## src/rtl/cpu_pkg.sv

```systemverilog
// Shared datapath constants and controller state for the CPU register file,
// operand selector and negator.
package cpu_pkg;
  localparam int unsigned DATA_W   = 8;
  localparam int unsigned ADDR_W   = 3;
  localparam int unsigned NUM_REGS = 1 << ADDR_W;

  typedef enum logic {
    CLEAR = 1'b0,
    READY = 1'b1
  } ctrl_state_e;
endpackage

```

## src/rtl/reg_read_port.sv

```systemverilog
// One registered read port of the register file.
// Optional feature macro: REG_FILE_BYPASS_EN (forward same-edge write data).
// Ports:
//   clk, rst_n  clock, async active-low reset
//   i_regs      flattened storage array
//   i_addr      read address
//   i_read      accepted read strobe (already qualified by controller state)
//   i_write     accepted write strobe, i_wr_addr / i_wr_data write side
//   o_data      registered read data (holds when i_read is low)
module reg_read_port
  import cpu_pkg::*;
(
  input  logic                               clk,
  input  logic                               rst_n,
  input  logic [NUM_REGS-1:0][DATA_W-1:0]    i_regs,
  input  logic [ADDR_W-1:0]                  i_addr,
  input  logic                               i_read,
  input  logic                               i_write,
  input  logic [ADDR_W-1:0]                  i_wr_addr,
  input  logic [DATA_W-1:0]                  i_wr_data,
  output logic [DATA_W-1:0]                  o_data
);

  logic [DATA_W-1:0] w_sel;
  logic [DATA_W-1:0] w_data;
  logic [DATA_W-1:0] r_data;

  assign w_sel = i_regs[i_addr];

`ifdef REG_FILE_BYPASS_EN
  // Same-edge write to the address being read wins over stored contents.
  assign w_data = (i_write && (i_wr_addr == i_addr)) ? i_wr_data : w_sel;
`else
  // Without bypass a same-edge read sees the pre-write contents.
  logic w_unused_byp;
  assign w_unused_byp = ^{i_write, i_wr_addr, i_wr_data};
  assign w_data       = w_sel;
`endif

  // Output register; holds last value when no read is accepted.
  always_ff @(posedge clk or negedge rst_n) begin
    if (!rst_n) begin
      r_data <= '0;
    end else if (i_read) begin
      r_data <= w_data;
    end
  end

  assign o_data = r_data;

endmodule

```

## src/rtl/reg_file.sv

```systemverilog
// Eight-entry register file: one write port, two registered read ports,
// post-reset clear sequence that zeroes one register per cycle.
// Optional feature macro: REG_FILE_BYPASS_EN (same-edge write-to-read forward).
// Ports:
//   CLK, RESET_N        clock, async active-low reset
//   IN, INADDR, WRITE   write data, address, enable
//   OUT1ADDR, OUT2ADDR  read addresses, READ read enable for both ports
//   OUT1, OUT2          registered read data
//   OUT_VALID           one-cycle pulse after each accepted read
//   BUSY                high while the clear sequence runs
module reg_file
  import cpu_pkg::*;
(
  input  logic              CLK,
  input  logic              RESET_N,
  input  logic [DATA_W-1:0] IN,
  input  logic [ADDR_W-1:0] INADDR,
  input  logic              WRITE,
  input  logic [ADDR_W-1:0] OUT1ADDR,
  input  logic [ADDR_W-1:0] OUT2ADDR,
  input  logic              READ,
  output logic [DATA_W-1:0] OUT1,
  output logic [DATA_W-1:0] OUT2,
  output logic              OUT_VALID,
  output logic              BUSY
);

  logic [NUM_REGS-1:0][DATA_W-1:0] r_regs;
  logic [ADDR_W-1:0]               r_cnt;
  ctrl_state_e                     r_state;
  ctrl_state_e                     w_next_state;
  logic                            r_busy;
  logic                            r_valid;
  logic                            w_wr;
  logic                            w_rd;

  // Port accesses are only honoured once the clear sequence has finished.
  assign w_wr = (r_state == READY) && WRITE;
  assign w_rd = (r_state == READY) && READ;

  // Controller state register.
  always_ff @(posedge CLK or negedge RESET_N) begin
    if (!RESET_N) begin
      r_state <= CLEAR;
    end else begin
      r_state <= w_next_state;
    end
  end

  // Controller next state: leave CLEAR once the last register is zeroed.
  always_comb begin
    w_next_state = r_state;
    case (r_state)
      CLEAR:   if (r_cnt == ADDR_W'(NUM_REGS - 1)) w_next_state = READY;
      READY:   w_next_state = READY;
      default: w_next_state = CLEAR;
    endcase
  end

  // Clear counter, busy and valid flags.
  always_ff @(posedge CLK or negedge RESET_N) begin
    if (!RESET_N) begin
      r_cnt   <= '0;
      r_busy  <= 1'b1;
      r_valid <= 1'b0;
    end else begin
      if (r_state == CLEAR) begin
        r_cnt <= r_cnt + ADDR_W'(1);
      end
      r_busy  <= (w_next_state == CLEAR);
      r_valid <= w_rd;
    end
  end

  // Storage: clear walk takes priority over port writes (which are gated off).
  always_ff @(posedge CLK or negedge RESET_N) begin
    if (!RESET_N) begin
      r_regs <= '0;
    end else if (r_state == CLEAR) begin
      r_regs[r_cnt] <= '0;
    end else if (w_wr) begin
      r_regs[INADDR] <= IN;
    end
  end

  reg_read_port u_port1 (
    .clk       (CLK),
    .rst_n     (RESET_N),
    .i_regs    (r_regs),
    .i_addr    (OUT1ADDR),
    .i_read    (w_rd),
    .i_write   (w_wr),
    .i_wr_addr (INADDR),
    .i_wr_data (IN),
    .o_data    (OUT1)
  );

  reg_read_port u_port2 (
    .clk       (CLK),
    .rst_n     (RESET_N),
    .i_regs    (r_regs),
    .i_addr    (OUT2ADDR),
    .i_read    (w_rd),
    .i_write   (w_wr),
    .i_wr_addr (INADDR),
    .i_wr_data (IN),
    .o_data    (OUT2)
  );

  assign OUT_VALID = r_valid;
  assign BUSY      = r_busy;

endmodule

```

## config.mk

```make
export PLATFORM = sky130hd
export DESIGN_NAME = reg_file
export DESIGN_NICKNAME = d
export VERILOG_FILES = /design/src/rtl/cpu_pkg.sv /design/src/rtl/reg_read_port.sv /design/src/rtl/reg_file.sv
export SDC_FILE = /design/constraint.sdc
export NUM_CORES = 1
export LEC_CHECK = 0
export ABC_AREA = 0
export ABC_CLOCK_PERIOD_IN_PS = 3800
export CORE_MARGIN = 2
export CORE_UTILIZATION = 46
export DETAILED_ROUTE_END_ITERATION = 16
export GPL_ROUTABILITY_DRIVEN = 0
export PLACE_DENSITY = 0.72
export SLEW_MARGIN = 20
export SYNTH_ARGS = -nofsm -noshare
export SYNTH_HDL_FRONTEND = slang
export SYNTH_SLANG_ARGS = --single-unit
```

## constraint.sdc

```tcl
create_clock -name CLK -period 3.8 [get_ports CLK]
set_input_delay 0.38 -clock CLK [delete_from_list [all_inputs] [get_ports CLK]]
set_output_delay 0.38 -clock CLK [all_outputs]
set_load 0.01 [all_outputs]
```

# ---- Yosys cells after proc, flatten, opt, wreduce, memory -nomap -nowiden
# Index checks and enable logic that the tools add are counted.
dict set report totals {
  reg_bits 86
  latch_bits 0
  ramBits 0
  rom_bits 0
  in_bits 21
  output_inout_bits 18
  wordCells 44
  mem_count 0
}
dict set report classes {
  add_sub_neg 1
  multipliers 0
  div_mod_pow 0
  n_lt_le_gt_ge 6
  eq_ne 2
  n_shift 0
  mux 13
  n_bitwise 4
  reduce_logical 4
}
# op n
set ops {}
lappend ops {{64-bit 2-to-1 mux} 2}
lappend ops {{64-bit AND} 1}
lappend ops {{64-bit bitwise mux} 1}
lappend ops {{64-bit inverter} 1}
lappend ops {{8-bit binary-select mux with 3-bit select} 2}
lappend ops {{8-bit demux with 3-bit select} 2}
lappend ops {{8-bit 2-to-1 mux} 4}
lappend ops {{3-bit by 4-bit < comparator with 1-bit output, second input constant} 4}
lappend ops {{3-bit by 1-bit >= comparator with 1-bit output, second input constant} 2}
lappend ops {{1-bit logical AND} 4}
lappend ops {{3-bit by 1-bit adder with 3-bit output, second input constant} 1}
lappend ops {{3-bit == test, second input constant} 1}
lappend ops {{2-bit by 1-bit != test with 1-bit output, second input constant} 1}
lappend ops {{1-bit inverter} 2}
lappend ops {{1-bit case mux with 2 select lines} 1}
lappend ops {{1-bit 2-to-1 mux} 1}

# ---- Depth between registers and ports, before layout
# Gate-level depths: netlist of run 1.
dict set report logic_depth {
  ltp_word 7
  depth_mapped 5
  depth_no_buf 4
}

# ---- Hierarchy
# Synthesis of run 1 repeated with hierarchy kept, for this count alone.
dict set report hier_totals {
  cells_unflattened 452
  area_unflattened_um2 4858.4
}
# module n_inst cells_each area_each_um2 seq_area_each_um2
set by_module_without_submodules {}
lappend by_module_without_submodules {reg_file 1 268 3086.7 1752.9}
lappend by_module_without_submodules {reg_read_port 2 92 885.8 200.2}

# ---- Least setup slack after synthesis of run 1
# Ideal clock, no wire load.
dict set report synth_timing {
  path_type {register -> register}
  startpoint {register r_cnt[0]}
  endpoint {register r_regs[0] (netlist name)}
  setup_time_ns 0.137
  arrival_time_ns 1.262
  required_ns 3.663
  setup_slack_ns 2.401
  stages_incl_launch_ff 6
  n_path_buf 2
  period_less_slack_ns 1.399
  cell_sequence {dfrtp_1 buf_2 or4_1 buf_2 nand2_1 o21ai_0}
}
dict set report synth_via {
  elab_chain_cells 7
  elab_cells_between_ends 8
  cone_classes {order compare (2); mux (3); bitwise (2); reduce/logical (1)}
}
# item line
set synth_rtl {}
lappend synth_rtl {{start, declared} reg_file.sv:29} ;# logic [ADDR_W-1:0] r_cnt;
lappend synth_rtl {{start signal, assigned} reg_file.sv:68} ;# r_cnt <= r_cnt + ADDR_W'(1);
lappend synth_rtl {{3-bit by 4-bit < comparator with 1-bit output (not written as such) / 3-bit by 1-bit >= comparator with 1-bit output (equally long branches)} reg_file.sv:80} ;# r_regs[r_cnt] <= '0;
lappend synth_rtl {{1-bit logical AND (not written as such)} reg_file.sv:80}
lappend synth_rtl {{8-bit 2-to-1 mux (not written as such)} reg_file.sv:80}
lappend synth_rtl {{8-bit demux with 3-bit select *} reg_file.sv:80}
lappend synth_rtl {{64-bit inverter (no source line) *} -}
lappend synth_rtl {{64-bit AND (no source line) *} -}
lappend synth_rtl {{64-bit 2-to-1 mux *} reg_file.sv:79} ;# end else if (r_state == CLEAR) begin
lappend synth_rtl {{end signal, assigned} reg_file.sv:78} ;# r_regs <= '0;
lappend synth_rtl {{end signal, assigned by index} reg_file.sv:80}
lappend synth_rtl {{end signal, assigned by index} reg_file.sv:82} ;# r_regs[INADDR] <= IN;
lappend synth_rtl {{end, declared} reg_file.sv:28} ;# logic [NUM_REGS-1:0][DATA_W-1:0] r_regs;
# Mark *: on every way between the ends. The rest lies on a longest branch, timed or not.
# A chain may end at the register's enable or synchronous reset.

# ---- Final worst setup path of run 1
dict set report layout_timing {
  startpoint {register r_state}
  endpoint {register r_regs[50] (netlist name)}
}
dict set report layout_via {
  elab_chain_cells 2
  elab_cells_between_ends 3
  cone_classes {eq/ne (1); mux (1); reduce/logical (1)}
}
# item line
set layout_rtl {}
lappend layout_rtl {{start, declared} reg_file.sv:30} ;# ctrl_state_e r_state;
lappend layout_rtl {{start signal, assigned} reg_file.sv:46} ;# r_state <= w_next_state;
lappend layout_rtl {{1-bit logical AND} reg_file.sv:38} ;# assign w_wr = (r_state == READY) && WRITE;
lappend layout_rtl {{2-bit by 1-bit != test with 1-bit output (no source line)} -}
# Parallel ways exist; a longest one is shown, timed or not.

==> results of run 1 <==
power by group through the flow:
stage	registers (µW)	logic, µW	clock network (µW)
final	1230	569	712
after global routing	1250	633	765
after CTS	1230	572	723
after detailed placement	1250	567	0
after global placement	1230	547	0
after floorplan	1220	378	0
cell type report:
| cell class | instances | area [µm²] |
|---|---|---|
| Inverter | 10 | 37.5 |
| Fill cell | 836 | 4570 |
| Clock buffer | 13 | 149 |
| Clock inverter | 3 | 67.6 |
| Multi-Input combinational cell | 310 | 2320 |
| Tap cell | 133 | 166 |
| Timing Repair Buffer | 40 | 397 |
| Sequential cell | 86 | 2150 |
state kept, by name (all words and copies together) (netlist names):
register / flops
r_state: 1
u_port2.o_data: 8
BUSY: 1
u_port1.o_data: 8
OUT_VALID: 1
r_cnt: 3
r_regs: 64
routing by layer:
layer	share of wire, %	track usage (%)	vias to the layer above	wire length [µm]
met2	47	35.3	115	5590
li1	-	-	1603	-
met3	7.0	5.57	22	821
met1	43	30.4	1759	5090
met5	0	0	-	0
met4	2.5	8.00	0	295
placed cells by master (no fill, tap or decap), types with 3 or more instances in the layout:
cell,synthesis,layout
dfrtp_1,85,85
nand2_1,83,82
mux2i_1,80,80
clkdlybuf4s50_1,0,37
mux2_2,34,34
o22ai_1,16,16
a22o_1,16,16
o31ai_1,16,16
nand3_1,16,16
o21ai_0,15,15
inv_1,10,10
clkbuf_8,0,10
nor2_1,4,4
nand2b_1,4,4
nor2_4,4,4
or4b_1,3,3
nand4bb_1,3,3
clkbuf_1,2,3
cell families after synthesis:
family,share of synthesized area [%]
AOI/OAI and AO/OA,9.32
xor gates and xnor gates,0.185
adders and majority gates,0.530
buffers and inverters,5.27
DFF,45.6
muxes,25.1
and+or+nand+nor,14.1
critical path: cells and delay by family (launching register included):
family        cells  cell delay (ns)
mux               1             0.22
simple gates      2             0.89
flops             1             0.71
worst max path at each step:
stage	to	slack, ns	cells after the start
finish	r_regs[50]	1.90	3
global route	r_regs[49]	1.75	3
CTS	u_port2.o_data[0]	1.73	2
detailed placement	r_regs[50]	1.67	4
global placement	u_port2.o_data[6]	1.70	5
floorplan	r_regs[0]	2.40	5
per-stage QoR:
stage               std cells  setup WS (ns)  util [%]  total power (µW)  area [µm²]
floorplan                 435           2.40         -              1590        4720
global placement          579           1.70      51.4              1780        5070
detailed placement        579           1.67      51.4              1810        5070
CTS                       595           1.73      53.6              2520        5290
global route              595           1.75      53.7              2650        5300
finish                    595           1.90      53.7              2510        5300
==> flow_summary.toml, run 1 <==
[critical_path]
crit_path_cell_trace = "and3b_1 > and3_4 > mux2i_1"
crit_path_start_kind = "flip-flop"
cp_max_fo = 17
worstPathRequired_ns = 4.08
cp_slowest_cell = "dfrtp_1"
critPathMaxStageDelay_ns = 0.71
r2r-start = "r_state"
endpoint_kind = "flip-flop"
timing.setup.critical_path_class = "reg -> reg"
critPathLaunch = "r_state"
cp.arrival_ns = 2.17
reg2reg_slack_ns = 1.90
r2r-end = "r_regs[50]"
reg2reg_depth = 3

[die]
die_h_um = 105
core_um2 = 9860
start_util_pct = 47.9
die_area_um2 = 11100
rows = 36
dieWidth_um = 105
ioPinCount = 39

[placed_design]
dp_hpwl_um = 7930
io_buffers = 38

[job]
drv_cap = 0

[timing]
slew_violations = 0
rsz0062_at_grt = "no"
skew_ns = 0.00904
finalSetupViolCount = 0
hold_viol_final = 0
max-slew-margin-rel_pct = 31.1
worst_pin_slew_ns = 1.03
whs_ns = 0.0783
fin_crit_sh_pct = 50.0
period_minus_slack_ns = 1.90
max_freq_mhz = 527
setup_tns_ns = 0

[logic_synthesis]
synth_flop_cell = "dfrtp_1"
yosys-top-cells-area = "dfrtp_1 (45%), mux2i_1 (17%), mux2_2 (8.1%)"
yosys.area.top_type_share_pct = 45.0
synth_common_cells = "dfrtp_1 (85), nand2_1 (83), mux2i_1 (80)"
synth_edf_count = 0
syn_area_um2 = 4720
ys_warn_count = 0
postSynthAreaPerCell_um2 = 10.9
yosys.area.top_type = "dfrtp_1"
synth_cell_types = 35
yosysSeqAreaShare_pct = 45.6
synthMostInstantiatedCell = "dfrtp_1"
synthCells = 435
ys_ff_latch = 86
async_flop_share_pct = 100
syn_nets = 458

[clocking]
htree_levels = 3
clkLatencyLatePin_ns = 0.36
clkSinkCount = 86
clkTransAtPathRegs_ns = 0.09
cts_tree = "done"
hold_buffers = 0
cts_buffers = 9
clockRootBuffer = "clkbuf_8"
cts_resized = 0
clockBufferDepth = 2
cts_setup_buffers = 0

[pwr]
p_leak_uw = 0.00230
power.clock.fraction_pct = 28.4
vdd_ir_drop_max_uv = 238
p_int_uw = 1780
p_sw_share_pct = 29.2
powerDensity_nw_per_um2 = 474
p_sw_uw = 733
p_seq_share_pct = 49.0
comb_power_share_pct = 22.6

[grt]
grt_overflow_total = 0
grt_pass1_vias = 3530
grt_max_degree = 87
grtUsageTotal_pct = 22.5
antenna_found_initial = 0
grt_pass1_wl_um = 19300

[detailed_routing]
drt_first_pass_iters = 4
ant_nets = 0
drt-vias-per-instance = 5.88
drc_errors = 0
wl_um = 11800
routedWlPerCell_um = 19.8
drtIter0Drc = 205
vias = 3499

[finish]
drive_above_1_share_pct = 13.4
antennaDiodeCount = 0
area_growth_pct = 12.1
nets = 480

[worst_hold_path]
hp-class = "in -> async"

[run_status]
status = "finished, final reports clean"
Power figures use the tool's default switching activity.
==> run 2, diff against run 1 <==
--- a/config.mk
+++ b/config.mk
@@ -6,12 +6,12 @@
 export NUM_CORES = 1
 export LEC_CHECK = 0
 export ABC_AREA = 0
-export ABC_CLOCK_PERIOD_IN_PS = 3800
+export ABC_CLOCK_PERIOD_IN_PS = 1700
 export CORE_MARGIN = 2
 export CORE_UTILIZATION = 46
 export DETAILED_ROUTE_END_ITERATION = 16
 export GPL_ROUTABILITY_DRIVEN = 0
-export PLACE_DENSITY = 0.72
+export PLACE_DENSITY = 0.74
 export SLEW_MARGIN = 20
 export SYNTH_ARGS = -nofsm -noshare
 export SYNTH_HDL_FRONTEND = slang
==> constraint.sdc (replaced) <==
create_clock -name CLK -period 1.7 [get_ports CLK]
set_input_delay 0.17 -clock CLK [delete_from_list [all_inputs] [get_ports CLK]]
set_output_delay 0.17 -clock CLK [all_outputs]
set_load 0.01 [all_outputs]
==> run 2 against run 1 <==
Effect of this change:
- power is 110% higher
- critical path depth is 2 lower
- highest routed layer unchanged
- first-iteration DRC count is 6.3% higher
- via count is 1.1% higher
- worst hold slack better by 0.30 ns
- sequential power is 120% higher
- routed wire length is 0.42% lower
- largest power group unchanged
- cell area is 3.2% higher
- register-to-register slack worse by 1.7 ns
==> flow_summary.toml, run 2 (synthesis gave the netlist of run 1 again) <==
[run_status]
status = "finished, final reports clean"

[timing]
whs_ns = 0.382
hold_viol_final = 0
max-slew-margin-rel_pct = 51.4
fin_crit_sh_pct = 92.3
worst_pin_slew_ns = 0.728
max_freq_mhz = 637
period_minus_slack_ns = 1.57
slew_violations = 0
rsz0062_at_grt = "no"
skew_ns = 0.00929
finalSetupViolCount = 0

[critical_path]
endpoint_kind = "output port"
cpLargestDelayFamily = "flip-flops"
cp.buffers_inverters = 1
cp_slowest_cell = "dfstp_2"
cp.arrival_ns = 1.40
crit_path_start_kind = "flip-flop"
timing.setup.critical_path_class = "reg -> out"
critPathMaxStageDelay_ns = 0.53
worstPathRequired_ns = 1.53
cp_max_fo = 1
crit_path_cell_trace = "clkdlybuf4s50_1"

[die]
core_um2 = 9860
dieWidth_um = 105
rows = 36
die_h_um = 105
die_area_um2 = 11100
start_util_pct = 47.9
ioPinCount = 39

[finish]
area_growth_pct = 15.7
nets = 497
largest_reg_flops = 64
mostFrequentLayoutCell = "dfrtp_1"
fin_area_um2 = 5470
final_cell_mix = "dfrtp_1 (85), nand2_1 (83), mux2i_1 (80)"
antennaDiodeCount = 0
fillers = 852
largest-register = "r_regs"
drive_above_1_share_pct = 16.6

[clocking]
cts_setup_buffers = 0
clockRootBuffer = "clkbuf_8"
htree_levels = 3
cts_tree = "done"
clkLatencyLatePin_ns = 0.35
cts_buffers = 9
clkSinkCount = 86
clockBufferDepth = 2
clkTransAtPathRegs_ns = 0.08

[worst_hold_path]
hp-class = "in -> async"

[detailed_routing]
drtIter0Drc = 218
drt-vias-per-instance = 5.80
drt_first_pass_iters = 4
drc_errors = 0
ant_nets = 0
wl_um = 11700
vias = 3539
routedWlPerCell_um = 19.3

[grt]
grt_pass1_wl_um = 19400
grt_pass1_vias = 3706
grt_overflow_total = 0
antenna_found_initial = 0
grt_max_degree = 87
grtUsageTotal_pct = 22.3

[pwr]
p_sw_share_pct = 30.8
power.clock.fraction_pct = 23.5
p_int_uw = 3690
comb_power_share_pct = 24.9
p_seq_share_pct = 51.6
powerDensity_nw_per_um2 = 976
p_sw_uw = 1640
p_leak_uw = 0.00240
vdd_ir_drop_max_uv = 449

[placed_design]
place_area_um2 = 5290
dp_hpwl_um = 8270
io_buffers = 38

[job]
drv_cap = 0
## run 2: timing repair
| item | CTS | global route |
|---|---|---|
| hold buffers | 1 | 0 |
| endpoints found under the setup margin | 0 | 12 |
| endpoints found under the hold margin | 85 | 0 |
| gates resized for setup | 0 | 1 |
## run 2: cell type report
cell class                 instances  area [µm²]  share of cell area, %
clock inverter                     4        23.8                  0.435
sequential                        86        2150                   39.4
timing repair buffer              57         623                   11.4
inverter                          10        37.5                  0.687
clock buffer                      10         138                   2.52
tap                              133         166                   3.04
multi-input combinational        310        2320                   42.5
## run 2: path summary, 6_finish.rpt
path / start / endpoint / slack [ns] / depth (start not counted)
max: BUSY / BUSY / 0.13 / 1
min: RESET_N / r_regs[17] / 0.38 / 3
max reg2reg: r_cnt[0] / r_regs[17] / 0.16 / 3
min reg2reg: u_port1.o_data[1] / u_port1.o_data[1] / 0.48 / 2
max in group asynchronous: RESET_N / BUSY / 0.94 / 3
min in group CLK: IN[4] / r_regs[12] / 0.45 / 3
## run 2: layer usage
layer	global-route usage, %	routed length [µm]
met4	5.43	215
met5	0	0
met3	4.82	609
met2	37.7	5880
met1	29.0	5040
## run 2: power by group through the flow
| stage | Sequential (µW) | Combinational (µW) | Clock (µW) |
|---|---|---|---|
| CTS | 2740 | 1340 | 1280 |
| finish | 2750 | 1330 | 1250 |
| detailed placement | 2780 | 1330 | 0 |
| floorplan | 2720 | 845 | 0 |
| global route | 2800 | 1470 | 1360 |
| global placement | 2750 | 1280 | 0 |
## run 2: through the flow
stage                     instances  util [%]  setup WS, ns  TNS, ns  power (µW)
after floorplan                 435         -         0.301        0        3560
after global placement          595      53.7        -0.159    -2.71        4040
after detailed placement        595      53.7        -0.204    -3.86        4110
after CTS                       610      55.4         0.119        0        5360
after global routing            610      55.4        0.0554        0        5630
final                           610      55.4         0.131        0        5330
==> run 3, diff against run 2 <==
--- a/config.mk
+++ b/config.mk
@@ -7,11 +7,13 @@
 export LEC_CHECK = 0
 export ABC_AREA = 0
 export ABC_CLOCK_PERIOD_IN_PS = 1700
+export CELL_PAD_IN_SITES_DETAIL_PLACEMENT = 0
+export CELL_PAD_IN_SITES_GLOBAL_PLACEMENT = 1
 export CORE_MARGIN = 2
-export CORE_UTILIZATION = 46
+export CORE_UTILIZATION = 42
 export DETAILED_ROUTE_END_ITERATION = 16
 export GPL_ROUTABILITY_DRIVEN = 0
-export PLACE_DENSITY = 0.74
+export PLACE_DENSITY = 0.82
 export SLEW_MARGIN = 20
 export SYNTH_ARGS = -nofsm -noshare
 export SYNTH_HDL_FRONTEND = slang
==> run 3 against run 2 <==
Effect of this change:
- power grew 3.2%
- worst hold slack worse by 0.071 ns
- die area up 9.2%
- critical path depth increased by 3
- sequential cell count did not move
- clock skew fell by 0.0027 ns
- register-to-register slack about the same
- critical path type is now in -> reg
==> flow_summary.toml, run 3 (synthesis gave the netlist of run 1 again) <==
[placed_design]
dp.cells = 606
dp_hpwl_um = 8670
place_area_um2 = 5330
io_buffers = 38

[timing]
rsz0062_at_grt = "no"
max-slew-margin-rel_pct = 23.8
fin_crit_sh_pct = 93.4
worst_pin_slew_ns = 1.14
whs_ns = 0.311
finalSetupViolCount = 0
period_minus_slack_ns = 1.59
hold_viol_final = 0
setup_tns_ns = 0
max_freq_mhz = 630
skew_ns = 0.00655
slew_violations = 0

[critical_path]
endpoint_kind = "flip-flop"
crit_path_start_kind = "input port"
r2r-start = "r_state"
cp.arrival_ns = 1.85
cp_max_fo = 16
reg2reg_slack_ns = 0.16
reg2reg_depth = 4
worstPathRequired_ns = 1.97
timing.setup.critical_path_class = "in -> reg"
r2r-end = "r_regs[62]"

[grt]
grt_pass1_vias = 3689
grt_overflow_total = 0
grtUsageTotal_pct = 21.5
grt_max_degree = 36
antenna_found_initial = 0
grt_pass1_wl_um = 19400

[pwr]
p_seq_share_pct = 50.0
powerDensity_nw_per_um2 = 995
comb_power_share_pct = 24.1
power.clock.fraction_pct = 25.9
p_int_uw = 3850
total_power_uw = 5500
p_sw_share_pct = 30.0
p_leak_uw = 0.00243
p_sw_uw = 1650
vdd_ir_drop_max_uv = 510

[worst_hold_path]
hp-class = "in -> async"

[detailed_routing]
drt_first_pass_iters = 4
drc_errors = 0
routedWlPerCell_um = 19.5
wl_um = 12100
ant_nets = 0
drtIter0Drc = 194
drt-vias-per-instance = 5.64
vias = 3507

[finish]
largest_reg_flops = 64
mostFrequentLayoutCell = "dfrtp_1"
antennaDiodeCount = 0
area_growth_pct = 17.1
nets = 501
fin_area_um2 = 5530
largest-register = "r_regs"
fin_cells = 622
final_cell_mix = "dfrtp_1 (85), nand2_1 (83), mux2i_1 (80)"
drive_above_1_share_pct = 17.0

[clocking]
clkLatencyLatePin_ns = 0.35
htree_levels = 3
cts_tree = "done"
cts_resized = 0
clockRootBuffer = "clkbuf_8"
clkSinkCount = 86
cts_setup_buffers = 0
cts_buffers = 9
clockBufferDepth = 2
clkTransAtPathRegs_ns = 0.08

[die]
die_h_um = 110
start_util_pct = 43.4
die_area_um2 = 12100
dieWidth_um = 110
core_um2 = 10900
ioPinCount = 39
rows = 38

[run_status]
status = "finished, final reports clean"

[job]
drv_cap = 0
[run 3: cell type report]
class	instances	area [µm²]
clock inverter	4	47.5
sequential	86	2150
multi-input combinational	310	2320
timing repair buffer	61	653
inverter	10	37.5
fill	987	5360
clock buffer	11	141
tap	140	175
[run 3: worst max-delay path by stage]
stage	start	endpoint	slack (ns)
3_3_place_gp	INADDR[2]	r_regs[11]	-0.17
6_report	INADDR[2]	r_regs[3]	0.11
4_1_cts	BUSY	BUSY	0.11
3_5_place_dp	INADDR[2]	r_regs[3]	-0.22
2_1_floorplan	r_cnt[0]	r_regs[0]	0.30
5_1_grt	INADDR[1]	r_regs[2]	0.02
[run 3: timing repair]
action,in CTS,in global routing
setup endpoints to repair,0,0
hold buffers,1,0
hold endpoints to repair,26,0
[run 3: per-stage QoR]
step / utilization [%] / worst slack [ns]
3_5_place_dp: 49.0 / -0.216
3_3_place_gp: 49.0 / -0.166
5_1_grt: 50.8 / 0.0187
6_report: 50.8 / 0.112
4_1_cts: 50.8 / 0.109
2_1_floorplan: - / 0.301
[run 3: critical path: stages]
cell and delay (ns):
clkdlybuf4s50_1 0.50, nor2_1 0.91, nand3_1 0.15, o21ai_0 0.12
[run 3: power by group through the flow]
stage | Sequential [µW] | Combinational [µW] | Clock (µW)
after floorplan | 2720 | 845 | 0
after global placement | 2760 | 1290 | 0
after detailed placement | 2780 | 1340 | 0
after global routing | 2800 | 1480 | 1540
after CTS | 2740 | 1350 | 1460
final | 2750 | 1330 | 1420
[run 3: per-layer routing]
layer / global-route usage (%) / up-vias / routed length (µm)
met5: 0 / - / 0
met4: 4.61 / 0 / 127
met3: 3.76 / 11 / 623
met2: 35.6 / 93 / 5970
met1: 29.6 / 1767 / 5420
li1: - / 1636 / -
